**src/rtl/ysyx_23060236_csr_exec_if.sv**
```systemverilog
// Bundled IDU/CSR-file/WBU signals of the CSR execution unit.
// 'master' is the execution unit; 'slave' is the environment (IDU, CSR file and WBU together).
interface ysyx_23060236_csr_exec_if #(
   parameter int unsigned Xlen  = 32,
   parameter int unsigned AddrW = 12
);
   // IDU -> unit
   logic             in_valid;
   logic             in_ready;
   logic             in_csr;
   logic             in_ecall;
   logic             in_mret;
   logic [2:0]       in_funct3;
   logic [AddrW-1:0] in_addr;
   logic [4:0]       in_rs1_idx;
   logic [Xlen-1:0]  in_rs1_data;
   logic [4:0]       in_rd;
   logic [Xlen-1:0]  in_pc;

   // unit <-> CSR file
   logic [AddrW-1:0] csr_imm;
   logic [Xlen-1:0]  csr_wdata;
   logic [Xlen-1:0]  csr_rdata;
   logic             csr_enable;
   logic             csr_ecall;
   logic             csr_mret;
   logic [Xlen-1:0]  csr_epc;
   logic [Xlen-1:0]  csr_jump;
   logic             csr_jump_en;
   logic             csr_valid;

   // unit -> WBU
   logic             out_valid;
   logic             out_ready;
   logic [4:0]       out_rd;
   logic [Xlen-1:0]  out_wdata;
   logic             out_wen;
   logic             out_redirect;
   logic [Xlen-1:0]  out_redirect_pc;

   modport master (
      input  in_valid, in_csr, in_ecall, in_mret, in_funct3, in_addr, in_rs1_idx, in_rs1_data,
      input  in_rd, in_pc,
      output in_ready,
      output csr_imm, csr_wdata, csr_enable, csr_ecall, csr_mret, csr_epc, csr_valid,
      input  csr_rdata, csr_jump, csr_jump_en,
      output out_valid, out_rd, out_wdata, out_wen, out_redirect, out_redirect_pc,
      input  out_ready
   );

   modport slave (
      output in_valid, in_csr, in_ecall, in_mret, in_funct3, in_addr, in_rs1_idx, in_rs1_data,
      output in_rd, in_pc,
      input  in_ready,
      input  csr_imm, csr_wdata, csr_enable, csr_ecall, csr_mret, csr_epc, csr_valid,
      output csr_rdata, csr_jump, csr_jump_en,
      input  out_valid, out_rd, out_wdata, out_wen, out_redirect, out_redirect_pc,
      output out_ready
   );
endinterface

```
**src/rtl/ysyx_23060236_csr_exec.sv**
```systemverilog
// CSR execution unit: runs one Zicsr/ECALL/MRET op at a time through IDLE->READ->COMMIT->RESP,
// issuing a single-cycle commit strobe to the CSR file and returning rd/redirect to WBU.
module ysyx_23060236_csr_exec #(
   parameter int unsigned Xlen  = 32,
   parameter int unsigned AddrW = 12
) (
   input logic                       clock,
   input logic                       reset,
   ysyx_23060236_csr_exec_if.master  bus_io
);

   typedef enum logic [1:0] {
      StIdle   = 2'd0,
      StRead   = 2'd1,
      StCommit = 2'd2,
      StResp   = 2'd3
   } state_e;

   state_e           state_q, state_d;

   logic             csr_q, csr_d;
   logic             ecall_q, ecall_d;
   logic             mret_q, mret_d;
   logic [2:0]       funct3_q, funct3_d;
   logic [AddrW-1:0] addr_q, addr_d;
   logic [4:0]       rs1_idx_q, rs1_idx_d;
   logic [Xlen-1:0]  rs1_data_q, rs1_data_d;
   logic [4:0]       rd_q, rd_d;
   logic [Xlen-1:0]  pc_q, pc_d;

   logic [Xlen-1:0]  old_q, old_d;
   logic [Xlen-1:0]  new_q, new_d;
   logic             wr_q, wr_d;
   logic             wen_q, wen_d;
   logic             redirect_q, redirect_d;
   logic [Xlen-1:0]  redirect_pc_q, redirect_pc_d;

   // Op priority when several flags are set: ecall > mret > csr.
   logic             is_ecall, is_mret, is_csr;
   logic             legal;
   logic [Xlen-1:0]  src;
   logic [Xlen-1:0]  new_val;

   assign is_ecall = ecall_q;
   assign is_mret  = mret_q & ~ecall_q;
   assign is_csr   = csr_q & ~ecall_q & ~mret_q;

   // funct3[2] selects the zero-extended zimm field instead of rs1 data.
   assign src = funct3_q[2] ? {{(Xlen-5){1'b0}}, rs1_idx_q} : rs1_data_q;

   always_comb begin
      legal   = 1'b1;
      new_val = old_d;
      case (funct3_q[1:0])
         2'b01:   new_val = src;
         2'b10:   new_val = old_d | src;
         2'b11:   new_val = old_d & ~src;
         default: begin
            new_val = old_d;
            legal   = 1'b0;
         end
      endcase
   end

   always_ff @(posedge clock) begin
      if (reset) begin
         state_q       <= StIdle;
         csr_q         <= 1'b0;
         ecall_q       <= 1'b0;
         mret_q        <= 1'b0;
         funct3_q      <= '0;
         addr_q        <= '0;
         rs1_idx_q     <= '0;
         rs1_data_q    <= '0;
         rd_q          <= '0;
         pc_q          <= '0;
         old_q         <= '0;
         new_q         <= '0;
         wr_q          <= 1'b0;
         wen_q         <= 1'b0;
         redirect_q    <= 1'b0;
         redirect_pc_q <= '0;
      end else begin
         state_q       <= state_d;
         csr_q         <= csr_d;
         ecall_q       <= ecall_d;
         mret_q        <= mret_d;
         funct3_q      <= funct3_d;
         addr_q        <= addr_d;
         rs1_idx_q     <= rs1_idx_d;
         rs1_data_q    <= rs1_data_d;
         rd_q          <= rd_d;
         pc_q          <= pc_d;
         old_q         <= old_d;
         new_q         <= new_d;
         wr_q          <= wr_d;
         wen_q         <= wen_d;
         redirect_q    <= redirect_d;
         redirect_pc_q <= redirect_pc_d;
      end
   end

   always_comb begin
      state_d       = state_q;
      csr_d         = csr_q;
      ecall_d       = ecall_q;
      mret_d        = mret_q;
      funct3_d      = funct3_q;
      addr_d        = addr_q;
      rs1_idx_d     = rs1_idx_q;
      rs1_data_d    = rs1_data_q;
      rd_d          = rd_q;
      pc_d          = pc_q;
      old_d         = old_q;
      new_d         = new_q;
      wr_d          = wr_q;
      wen_d         = wen_q;
      redirect_d    = redirect_q;
      redirect_pc_d = redirect_pc_q;

      case (state_q)
         StIdle: begin
            if (bus_io.in_valid) begin
               csr_d      = bus_io.in_csr;
               ecall_d    = bus_io.in_ecall;
               mret_d     = bus_io.in_mret;
               funct3_d   = bus_io.in_funct3;
               addr_d     = bus_io.in_addr;
               rs1_idx_d  = bus_io.in_rs1_idx;
               rs1_data_d = bus_io.in_rs1_data;
               rd_d       = bus_io.in_rd;
               pc_d       = bus_io.in_pc;
               state_d    = StRead;
            end
         end
         StRead: begin
            old_d   = bus_io.csr_rdata;
            new_d   = new_val;
            // Set/clear with rs1/zimm == 0 must not write (no side effects on read-only use).
            wr_d    = is_csr & legal & ((funct3_q[1:0] == 2'b01) | (rs1_idx_q != 5'd0));
            wen_d   = is_csr & legal & (rd_q != 5'd0);
            state_d = StCommit;
         end
         StCommit: begin
            redirect_d    = (is_ecall | is_mret) & bus_io.csr_jump_en;
            redirect_pc_d = redirect_d ? bus_io.csr_jump : '0;
            state_d       = StResp;
         end
         StResp: begin
            if (bus_io.out_ready) begin
               state_d = StIdle;
            end
         end
         default: state_d = StIdle;
      endcase
   end

   logic in_commit, in_resp;

   assign in_commit = (state_q == StCommit);
   assign in_resp   = (state_q == StResp);

   always_comb begin
      bus_io.in_ready        = (state_q == StIdle);
      bus_io.csr_imm         = addr_q;
      bus_io.csr_wdata       = new_q;
      bus_io.csr_valid       = in_commit;
      bus_io.csr_enable      = in_commit & wr_q;
      bus_io.csr_ecall       = in_commit & is_ecall;
      bus_io.csr_mret        = in_commit & is_mret;
      bus_io.csr_epc         = pc_q;
      bus_io.out_valid       = in_resp;
      bus_io.out_rd          = rd_q;
      bus_io.out_wdata       = old_q;
      bus_io.out_wen         = in_resp & wen_q;
      bus_io.out_redirect    = in_resp & redirect_q;
      bus_io.out_redirect_pc = redirect_pc_q;
   end

endmodule

```
**src/flat_wrapper.sv**
```systemverilog
// flat-port wrapper written by rule: the top's interface ports become plain ports
module ysyx_23060236_csr_exec_flat 
#(
   parameter int unsigned Xlen  = 32,
   parameter int unsigned AddrW = 12
)
  (clock, reset, bus_io_in_valid, bus_io_in_csr, bus_io_in_ecall, bus_io_in_mret, bus_io_in_funct3, bus_io_in_addr, bus_io_in_rs1_idx, bus_io_in_rs1_data, bus_io_in_rd, bus_io_in_pc, bus_io_in_ready, bus_io_csr_imm, bus_io_csr_wdata, bus_io_csr_enable, bus_io_csr_ecall, bus_io_csr_mret, bus_io_csr_epc, bus_io_csr_valid, bus_io_csr_rdata, bus_io_csr_jump, bus_io_csr_jump_en, bus_io_out_valid, bus_io_out_rd, bus_io_out_wdata, bus_io_out_wen, bus_io_out_redirect, bus_io_out_redirect_pc, bus_io_out_ready);
  ysyx_23060236_csr_exec_if #(.Xlen(Xlen), .AddrW(AddrW)) bus_io_i ();
  input logic clock;
  input logic reset;
  input wire logic [$bits(bus_io_i.in_valid)-1:0] bus_io_in_valid;
  input wire logic [$bits(bus_io_i.in_csr)-1:0] bus_io_in_csr;
  input wire logic [$bits(bus_io_i.in_ecall)-1:0] bus_io_in_ecall;
  input wire logic [$bits(bus_io_i.in_mret)-1:0] bus_io_in_mret;
  input wire logic [$bits(bus_io_i.in_funct3)-1:0] bus_io_in_funct3;
  input wire logic [$bits(bus_io_i.in_addr)-1:0] bus_io_in_addr;
  input wire logic [$bits(bus_io_i.in_rs1_idx)-1:0] bus_io_in_rs1_idx;
  input wire logic [$bits(bus_io_i.in_rs1_data)-1:0] bus_io_in_rs1_data;
  input wire logic [$bits(bus_io_i.in_rd)-1:0] bus_io_in_rd;
  input wire logic [$bits(bus_io_i.in_pc)-1:0] bus_io_in_pc;
  output wire logic [$bits(bus_io_i.in_ready)-1:0] bus_io_in_ready;
  output wire logic [$bits(bus_io_i.csr_imm)-1:0] bus_io_csr_imm;
  output wire logic [$bits(bus_io_i.csr_wdata)-1:0] bus_io_csr_wdata;
  output wire logic [$bits(bus_io_i.csr_enable)-1:0] bus_io_csr_enable;
  output wire logic [$bits(bus_io_i.csr_ecall)-1:0] bus_io_csr_ecall;
  output wire logic [$bits(bus_io_i.csr_mret)-1:0] bus_io_csr_mret;
  output wire logic [$bits(bus_io_i.csr_epc)-1:0] bus_io_csr_epc;
  output wire logic [$bits(bus_io_i.csr_valid)-1:0] bus_io_csr_valid;
  input wire logic [$bits(bus_io_i.csr_rdata)-1:0] bus_io_csr_rdata;
  input wire logic [$bits(bus_io_i.csr_jump)-1:0] bus_io_csr_jump;
  input wire logic [$bits(bus_io_i.csr_jump_en)-1:0] bus_io_csr_jump_en;
  output wire logic [$bits(bus_io_i.out_valid)-1:0] bus_io_out_valid;
  output wire logic [$bits(bus_io_i.out_rd)-1:0] bus_io_out_rd;
  output wire logic [$bits(bus_io_i.out_wdata)-1:0] bus_io_out_wdata;
  output wire logic [$bits(bus_io_i.out_wen)-1:0] bus_io_out_wen;
  output wire logic [$bits(bus_io_i.out_redirect)-1:0] bus_io_out_redirect;
  output wire logic [$bits(bus_io_i.out_redirect_pc)-1:0] bus_io_out_redirect_pc;
  input wire logic [$bits(bus_io_i.out_ready)-1:0] bus_io_out_ready;
  assign bus_io_i.in_valid = bus_io_in_valid;
  assign bus_io_i.in_csr = bus_io_in_csr;
  assign bus_io_i.in_ecall = bus_io_in_ecall;
  assign bus_io_i.in_mret = bus_io_in_mret;
  assign bus_io_i.in_funct3 = bus_io_in_funct3;
  assign bus_io_i.in_addr = bus_io_in_addr;
  assign bus_io_i.in_rs1_idx = bus_io_in_rs1_idx;
  assign bus_io_i.in_rs1_data = bus_io_in_rs1_data;
  assign bus_io_i.in_rd = bus_io_in_rd;
  assign bus_io_i.in_pc = bus_io_in_pc;
  assign bus_io_in_ready = bus_io_i.in_ready;
  assign bus_io_csr_imm = bus_io_i.csr_imm;
  assign bus_io_csr_wdata = bus_io_i.csr_wdata;
  assign bus_io_csr_enable = bus_io_i.csr_enable;
  assign bus_io_csr_ecall = bus_io_i.csr_ecall;
  assign bus_io_csr_mret = bus_io_i.csr_mret;
  assign bus_io_csr_epc = bus_io_i.csr_epc;
  assign bus_io_csr_valid = bus_io_i.csr_valid;
  assign bus_io_i.csr_rdata = bus_io_csr_rdata;
  assign bus_io_i.csr_jump = bus_io_csr_jump;
  assign bus_io_i.csr_jump_en = bus_io_csr_jump_en;
  assign bus_io_out_valid = bus_io_i.out_valid;
  assign bus_io_out_rd = bus_io_i.out_rd;
  assign bus_io_out_wdata = bus_io_i.out_wdata;
  assign bus_io_out_wen = bus_io_i.out_wen;
  assign bus_io_out_redirect = bus_io_i.out_redirect;
  assign bus_io_out_redirect_pc = bus_io_i.out_redirect_pc;
  assign bus_io_i.out_ready = bus_io_out_ready;
  ysyx_23060236_csr_exec #(.Xlen(Xlen), .AddrW(AddrW)) u_core (.clock(clock), .reset(reset), .bus_io(bus_io_i));
endmodule
```
**config.mk**
```make
export PLATFORM = sky130hd
export DESIGN_NAME = ysyx_23060236_csr_exec_flat
export DESIGN_NICKNAME = d
export VERILOG_FILES = /design/src/rtl/ysyx_23060236_csr_exec_if.sv /design/src/rtl/ysyx_23060236_csr_exec.sv /design/src/flat_wrapper.sv
export SDC_FILE = /design/constraint.sdc
export NUM_CORES = 1
export LEC_CHECK = 0
export CELL_PAD_IN_SITES_DETAIL_PLACEMENT = 2
export CELL_PAD_IN_SITES_GLOBAL_PLACEMENT = 2
export CORE_MARGIN = 4
export CORE_UTILIZATION = 23
export CTS_CLUSTER_SIZE = 10
export DETAILED_ROUTE_END_ITERATION = 8
export GPL_TIMING_DRIVEN = 0
export PLACE_DENSITY_LB_ADDON = 0.1
export SYNTH_ARGS = -nofsm -noshare
export SYNTH_HDL_FRONTEND = slang
export SYNTH_SLANG_ARGS = --single-unit
```
**constraint.sdc**
```tcl
create_clock -name clock -period 1.6 [get_ports clock]
set_input_delay 0.16 -clock clock [delete_from_list [all_inputs] [get_ports clock]]
set_output_delay 0.16 -clock clock [all_outputs]
set_load 0.03 [all_outputs]
```
==> results_dict.tcl, run 1 <==
set metrics [dict create \
    outcome "complete, but fails checks" \
    violations_in_the_final_reports "negative setup slack" \
    routedWlPerCell_um 19.1 \
    max_freq_mhz 583 \
    io_buffers 312 \
    cts_made_buffers 17 \
    hold-worst-slack_ns 0.266 \
    setup_ws_ns -0.117 \
    clock_latency_at_the_later_pin_of_the_worst_skew_pair_ns 0.44 \
    core-area_mm2 0.0325 \
    layout.cell_area.non_filler_mm2 0.0122 \
    pwr_density_cell_mw_per_mm2 1500 \
    timing_worst_slew_pin_value_ns 0.729 \
    r2r-end "u_core.bus_io.csr_wdata[15]$_SDFFE_PP0P_" \
    post_synth_num_cell_types 38 \
    layout_common_cells "sky130_fd_sc_hd__nand2_1 (212), sky130_fd_sc_hd__dfxtp_1 (191), sky130_fd_sc_hd__clkdlybuf4s50_1 (159)" \
    clock_tree.htree_level_count 4 \
    critPathMaxFanout 6 \
    internal-power_mw 11.4 \
    slew_headroom_pct 51.4 \
    area_delta_synth_final_pct 62.1 \
    ys_dominant_reg_cell "sky130_fd_sc_hd__dfxtp_1" \
    synth.cell_area_mm2 0.00753 \
    crit_path_capture "bus_io_csr_mret" \
    power.leakage_nw 5.28 \
    detailed_place.area_mm2 0.0112 \
    max_cap_violations 0 \
    setup_viol 3 \
    grt_start_max_net_pins 20 \
    die_area_mm2 0.0357 \
    async_reset_ff_share_pct 0 \
    path_class "register to output port" \
    globalplace.congestion 0.732 \
    cts_sinks 193 \
    ant_nets 0 \
    timing.rr.start "u_core.state_q[0]$_SDFFE_PP0P_" \
    skew_ns 0.00915 \
    rsz0062_at_grt "true" \
    postLayoutCoreUtil_pct 37.6 \
    hpwlAfterDp_um 24500 \
    routed-via-count 7707 \
    global_route_usage_over_all_layers_pct 17.7 \
    ys.warnings.count 0 \
    post_route_cells_drive_above_1_share_pct 11.8 \
    grt_antenna_before_repair 5 \
    hold_path.class "input pin to register" \
    netSwitchingFraction_pct 37.3 \
    p_comb_share_pct 40.3 \
    wire_length_of_the_first_global_routing_pass_um 49000 \
    initial_utilization_pct 23.2 \
    pwr-share-clk_pct 26.2 \
    switchingPower_mw 6.81 \
    detail_route.iter0.violations 171 \
    seqCellArea_mm2 0.00387 \
    required_ns 1.44 \
    boundaryPins 314 \
    num-nets-final 1419 \
    worst-r2r-setup-slack_ns -0.04 \
    synth_enable_flop_cells 0 \
    mostFrequentLayoutCell "sky130_fd_sc_hd__nand2_1" \
    clock_tree.root_cell "sky130_fd_sc_hd__clkbuf_16" \
    drc 0 \
    area_of_the_multi_input_gates_mm2 0.00333 \
    floorplan_row_count 66 \
    worst_ir_drop_vdd_mv 0.773 \
    syn-mean-instance-area_um2 8.32 \
    tritoncts "done" \
    worst_setup_path_end_kind "output port" \
    clockBufferDepth 2 \
    reg2reg_depth 10 \
    worst_setup_path_startpoint "u_core.state_q[0]$_SDFFE_PP0P_" \
    final_max_slew_viol_count 0 \
    drt_first_pass_iters 4 \
    post_drt_via_cell_ratio 4.51 \
    power_frac_seq_pct 33.5 \
    first_global_vias 8345 \
    cp-start-kind "register" \
    ys_ff_latch 193 \
    fill_cells 3666 \
    timing.final.crit_period_ns 1.72 \
    die_h_um 189 \
    p_total_mw 18.3 \
    final.period_utilization_pct 107 \
    cp_data_arrival_time_ns 1.56 \
    hold_viol_final 0 \
    die_width_um 189 \
    globalRoute.totalOverflow 0 \
    post_synth_inst_count 905 \
    synth.net_count 1071 \
    wl_um 32700 \
    place_worst_setup_slack_ns -0.748 \
    clk_transition_reported_paths_ns 0.07 \
    synth-seq-area-share_pct 51.3 \
    cts_hold_buffers 0 \
]
[flip-flops by register name (all words and copies together), names as in the netlist, 2 cells and up]
signal / cells
u_core.bus_io.csr_epc: 32
u_core.bus_io.csr_wdata: 32
u_core.bus_io.out_redirect_pc: 32
u_core.bus_io.out_wdata: 32
u_core.rs1_data_q: 32
u_core.bus_io.csr_imm: 12
u_core.bus_io.out_rd: 5
u_core.rs1_idx_q: 5
u_core.funct3_q: 3
u_core.state_q: 2
[cell usage after synthesis (20+ instances only)]
library cell	instances	area, um2
sky130_fd_sc_hd__a22o_1	26	228
sky130_fd_sc_hd__mux2i_1	38	380
sky130_fd_sc_hd__buf_2	28	140
sky130_fd_sc_hd__a21oi_1	121	606
sky130_fd_sc_hd__o21ai_0	47	235
sky130_fd_sc_hd__a22oi_1	32	240
sky130_fd_sc_hd__inv_1	36	135
sky130_fd_sc_hd__nor2_1	79	297
sky130_fd_sc_hd__clkbuf_1	20	75.1
sky130_fd_sc_hd__dfxtp_1	193	3860
sky130_fd_sc_hd__nand2_1	212	796
[per-layer routing]
layer  vias up  share of wire, %  wire length (um)  GRT usage [%]
li1       3722                 -                 -              -
met1      3744                43             14100           21.3
met2       200                48             15600           29.9
met3        33               7.7              2520           6.67
met4         8               1.3               422           4.34
met5         -              0.16                53              0
[metrics by stage]
step           instances  setup TNS, ns
4_1_cts             1696         -0.933
5_1_grt             1708          -1.54
6_report            1709         -0.200
3_5_place_dp        1659         -44.91
3_3_place_gp        1659         -40.17
2_1_floorplan        905         -0.820
[power by group through the flow]
stage	registers (mW)	logic (mW)	clock network, mW
after floorplan	7.33	2.82	0
after global placement	6.20	6.85	0
after detailed placement	6.23	6.94	0
after CTS	6.12	6.95	4.95
after global routing	6.23	8.00	5.13
final	6.11	7.35	4.79
[worst max-delay path: stages (launching register included)]
cell                        delay, ns
sky130_fd_sc_hd__dfxtp_2         0.33
sky130_fd_sc_hd__inv_2           0.08
sky130_fd_sc_hd__ha_4            0.17
sky130_fd_sc_hd__clkinv_4        0.06
sky130_fd_sc_hd__clkbuf_16       0.14
sky130_fd_sc_hd__nor3b_4         0.17
sky130_fd_sc_hd__buf_6           0.16
[area by class of cell]
class / instances / share of cell area (%)
diodes: 1 / 0.0205
clock inverters: 8 / 1.22
plain buffers: 67 / 4.47
repair buffers: 330 / 25.5
clock buffers: 24 / 4.11
inverters: 37 / 1.18
well taps: 442 / 4.53
multi-input cells: 607 / 27.3
flip-flops and latches: 193 / 31.7
[kinds of logic (layout without fill, tap and decap cells)]
group	count (synthesis)	count (layout)	share of synthesized area, %
compound gates	249	249	19.5
xor+xnor	1	1	0.216
fa+ha+maj	5	5	0.831
buf+inv	105	466	6.51
flops	193	193	51.3
mux	38	38	5.05
other cells	0	1	0
simple gates	314	314	16.6
[what timing repair did]
| action | CTS | global route |
|---|---|---|
| setup buffers | 6 | 9 |
| pin swaps | 2 | 10 |
| gates resized for setup | 237 | 87 |
| cloned | 0 | 3 |
| endpoints found under the setup margin | 330 | 137 |
[worst min-delay path by stage]
stage	startpoint	endpoint	cells after the start
final	bus_io_in_pc[20]	u_core.bus_io.csr_epc[20]$_SDFFE_PP0P_	3
after global routing	bus_io_in_rd[4]	u_core.bus_io.out_rd[4]$_SDFFE_PP0P_	3
after CTS	bus_io_in_rs1_data[18]	u_core.rs1_data_q[18]$_SDFFE_PP0P_	3
after detailed placement	u_core.bus_io.csr_epc[26]$_SDFFE_PP0P_	u_core.bus_io.csr_epc[26]$_SDFFE_PP0P_	2
after global placement	u_core.bus_io.csr_epc[31]$_SDFFE_PP0P_	u_core.bus_io.csr_epc[31]$_SDFFE_PP0P_	2
after floorplan	bus_io_in_csr	u_core.csr_q$_SDFFE_PP0P_	2
Note: power is estimated with default switching activity, not from simulation.
==> run 2, diff against run 1 <==
- CORE_UTILIZATION: 23 -> 24
- CTS_BUF_LIST: unset -> sky130_fd_sc_hd__clkbuf_4
==> results_dict.tcl, run 2 (same netlist as run 1, synthesis figures left out) <==
set metrics [dict create \
    ant_nets 0 \
    drc 0 \
    max_cap_violations 0 \
    worst_ir_drop_vdd_mv 0.373 \
    switchingPower_mw 6.50 \
    globalplace.congestion 0.725 \
    floorplan_row_count 64 \
    clock_tree.root_cell "sky130_fd_sc_hd__clkbuf_4" \
    wire_length_of_the_first_global_routing_pass_um 48400 \
    clock_tree.htree_level_count 4 \
    layoutNonFillerInstCount 1658 \
    pwr-share-clk_pct 15.5 \
    cts_hold_buffers 0 \
    routedWlPerCell_um 19.3 \
    area_delta_synth_final_pct 51.7 \
    die_area_mm2 0.0343 \
    clk_transition_reported_paths_ns 0.17 \
    clock_latency_at_the_later_pin_of_the_worst_skew_pair_ns 0.58 \
    power_frac_seq_pct 39.6 \
    rsz0062_at_grt "true" \
    final_max_slew_viol_count 0 \
    required_ns 1.44 \
    p_comb_share_pct 44.9 \
    critPathMaxFanout 4 \
    grt_antenna_before_repair 7 \
    path_class "register to output port" \
    violations_in_the_final_reports "negative setup slack" \
    timing_worst_slew_pin_value_ns 0.791 \
    num-nets-final 1415 \
    cp_num_buf_inv 4 \
    detail_route.iter0.violations 201 \
    critical-path-slowest-cell "sky130_fd_sc_hd__dfxtp_4" \
    die_h_um 185 \
    path_cells "inv_4, ha_4, clkinv_4, clkbuf_16, nor3b_4, buf_6" \
    worst_setup_path_end_kind "output port" \
    global_route_usage_over_all_layers_pct 18.3 \
    skew_ns 0.0285 \
    cts_sinks 193 \
    timing.final.crit_period_ns 1.89 \
    dp_cells 1613 \
    core-area_mm2 0.0307 \
    post_drt_via_cell_ratio 4.64 \
    io_buffers 312 \
    tritoncts "done" \
    clockBufferDepth 2 \
    wl_um 32000 \
    layout_common_cells "sky130_fd_sc_hd__nand2_1 (212), sky130_fd_sc_hd__dfxtp_1 (191), sky130_fd_sc_hd__clkdlybuf4s50_1 (159)" \
    cp-start-kind "register" \
    hpwlAfterDp_um 24100 \
    netSwitchingFraction_pct 41.9 \
    setup_viol 78 \
    pwr_density_cell_mw_per_mm2 1360 \
    slew_headroom_pct 47.2 \
    worst-r2r-setup-slack_ns -0.20 \
    max_freq_mhz 529 \
    first_global_vias 8362 \
    grt_start_max_net_pins 17 \
    crit_path_capture "bus_io_csr_mret" \
    p_total_mw 15.5 \
    cts_made_buffers 17 \
    power.leakage_nw 4.60 \
    hold_path.class "input pin to register" \
    globalRoute.totalOverflow 0 \
    timing.rr.start "u_core.state_q[1]$_SDFFE_PP0P_" \
    drt_first_pass_iters 4 \
    worst_setup_path_startpoint "u_core.state_q[0]$_SDFFE_PP0P_" \
    outcome "complete, but fails checks" \
    setup_ws_ns -0.290 \
    cp_data_arrival_time_ns 1.73 \
    r2r-end "u_core.wr_q$_SDFFE_PP0P_" \
    final.period_utilization_pct 118 \
    critical_path_depth 6 \
    mostFrequentLayoutCell "sky130_fd_sc_hd__nand2_1" \
    cpPeakStageDelay_ns 0.39 \
    routed-via-count 7687 \
    initial_utilization_pct 24.5 \
    die_width_um 185 \
    path_delay_family "buffers and inverters" \
    internal-power_mw 9.01 \
    boundaryPins 314 \
    hold_viol_final 0 \
    reg2reg_depth 7 \
    post_route_cells_drive_above_1_share_pct 15.0 \
]
[run 2: final cells by class]
cell class / instances / area (um2)
tap: 396 / 495
antenna: 3 / 7.51
inverter: 37 / 146
timing repair buffer: 325 / 2970
buffer: 68 / 487
sequential: 193 / 3870
clock buffer: 20 / 150
multi-input combinational: 607 / 3240
fill: 3489 / 19300
clock inverter: 9 / 66.3
[run 2: metrics by stage]
stage	TNS [ns]	setup WS (ns)	hold slack (ns)	util, %	instance area (um2)
CTS	-7.05	-0.361	0.0208	37.5	11500
global route	-20.19	-0.397	0.0213	37.2	11400
global placement	-40.62	-0.715	0.441	36.3	11200
detailed placement	-48.46	-0.747	0.453	36.3	11200
finish	-7.54	-0.290	0.0964	37.2	11400
floorplan	-0.820	-0.0137	0.296	-	7560
[run 2: power groups by stage]
| stage | logic (mW) | clock network [mW] | registers, mW |
|---|---|---|---|
| finish | 6.96 | 2.40 | 6.15 |
| detailed placement | 6.93 | 0 | 6.24 |
| floorplan | 2.82 | 0 | 7.33 |
| global route | 7.60 | 2.75 | 6.27 |
| CTS | 7.02 | 2.55 | 6.15 |
| global placement | 6.81 | 0 | 6.20 |
[run 2: worst reg2reg max path: stages (launching register included)]
cell and delay (ns):
sky130_fd_sc_hd__dfxtp_4 0.40, sky130_fd_sc_hd__inv_1 0.15, sky130_fd_sc_hd__ha_1 0.33, sky130_fd_sc_hd__buf_4 0.25
sky130_fd_sc_hd__o211ai_1 0.12, sky130_fd_sc_hd__nor3_2 0.22, sky130_fd_sc_hd__o41ai_1 0.14, sky130_fd_sc_hd__a21oi_1 0.13
[run 2: worst min-delay path by stage]
| stage | to | cells past startpoint | start |
|---|---|---|---|
| finish | u_core.bus_io.csr_epc[21]$_SDFFE_PP0P_ | 3 | bus_io_in_pc[21] |
| global placement | u_core.bus_io.csr_epc[19]$_SDFFE_PP0P_ | 2 | u_core.bus_io.csr_epc[19]$_SDFFE_PP0P_ |
| global route | u_core.bus_io.csr_epc[9]$_SDFFE_PP0P_ | 3 | bus_io_in_pc[9] |
| CTS | u_core.bus_io.csr_epc[21]$_SDFFE_PP0P_ | 3 | bus_io_in_pc[21] |
| detailed placement | u_core.rs1_data_q[2]$_SDFFE_PP0P_ | 2 | u_core.rs1_data_q[2]$_SDFFE_PP0P_ |
| floorplan | u_core.csr_q$_SDFFE_PP0P_ | 2 | bus_io_in_csr |
[run 2: repair_timing]
item                       in CTS  in global routing
setup endpoints to repair     330                279
setup buffers                  10                  3
pin swaps                       2                  2
resized for setup             335                135
[run 2: metal layers]
layer	global-route usage, %	wire length (um)	part of all wire (%)	vias up
li1	-	-	-	3703
met1	21.8	13300	42	3746
met2	31.1	15400	48	201
met3	7.86	2900	9.1	25
met4	3.46	298	0.93	12
met5	0	63	0.20	-
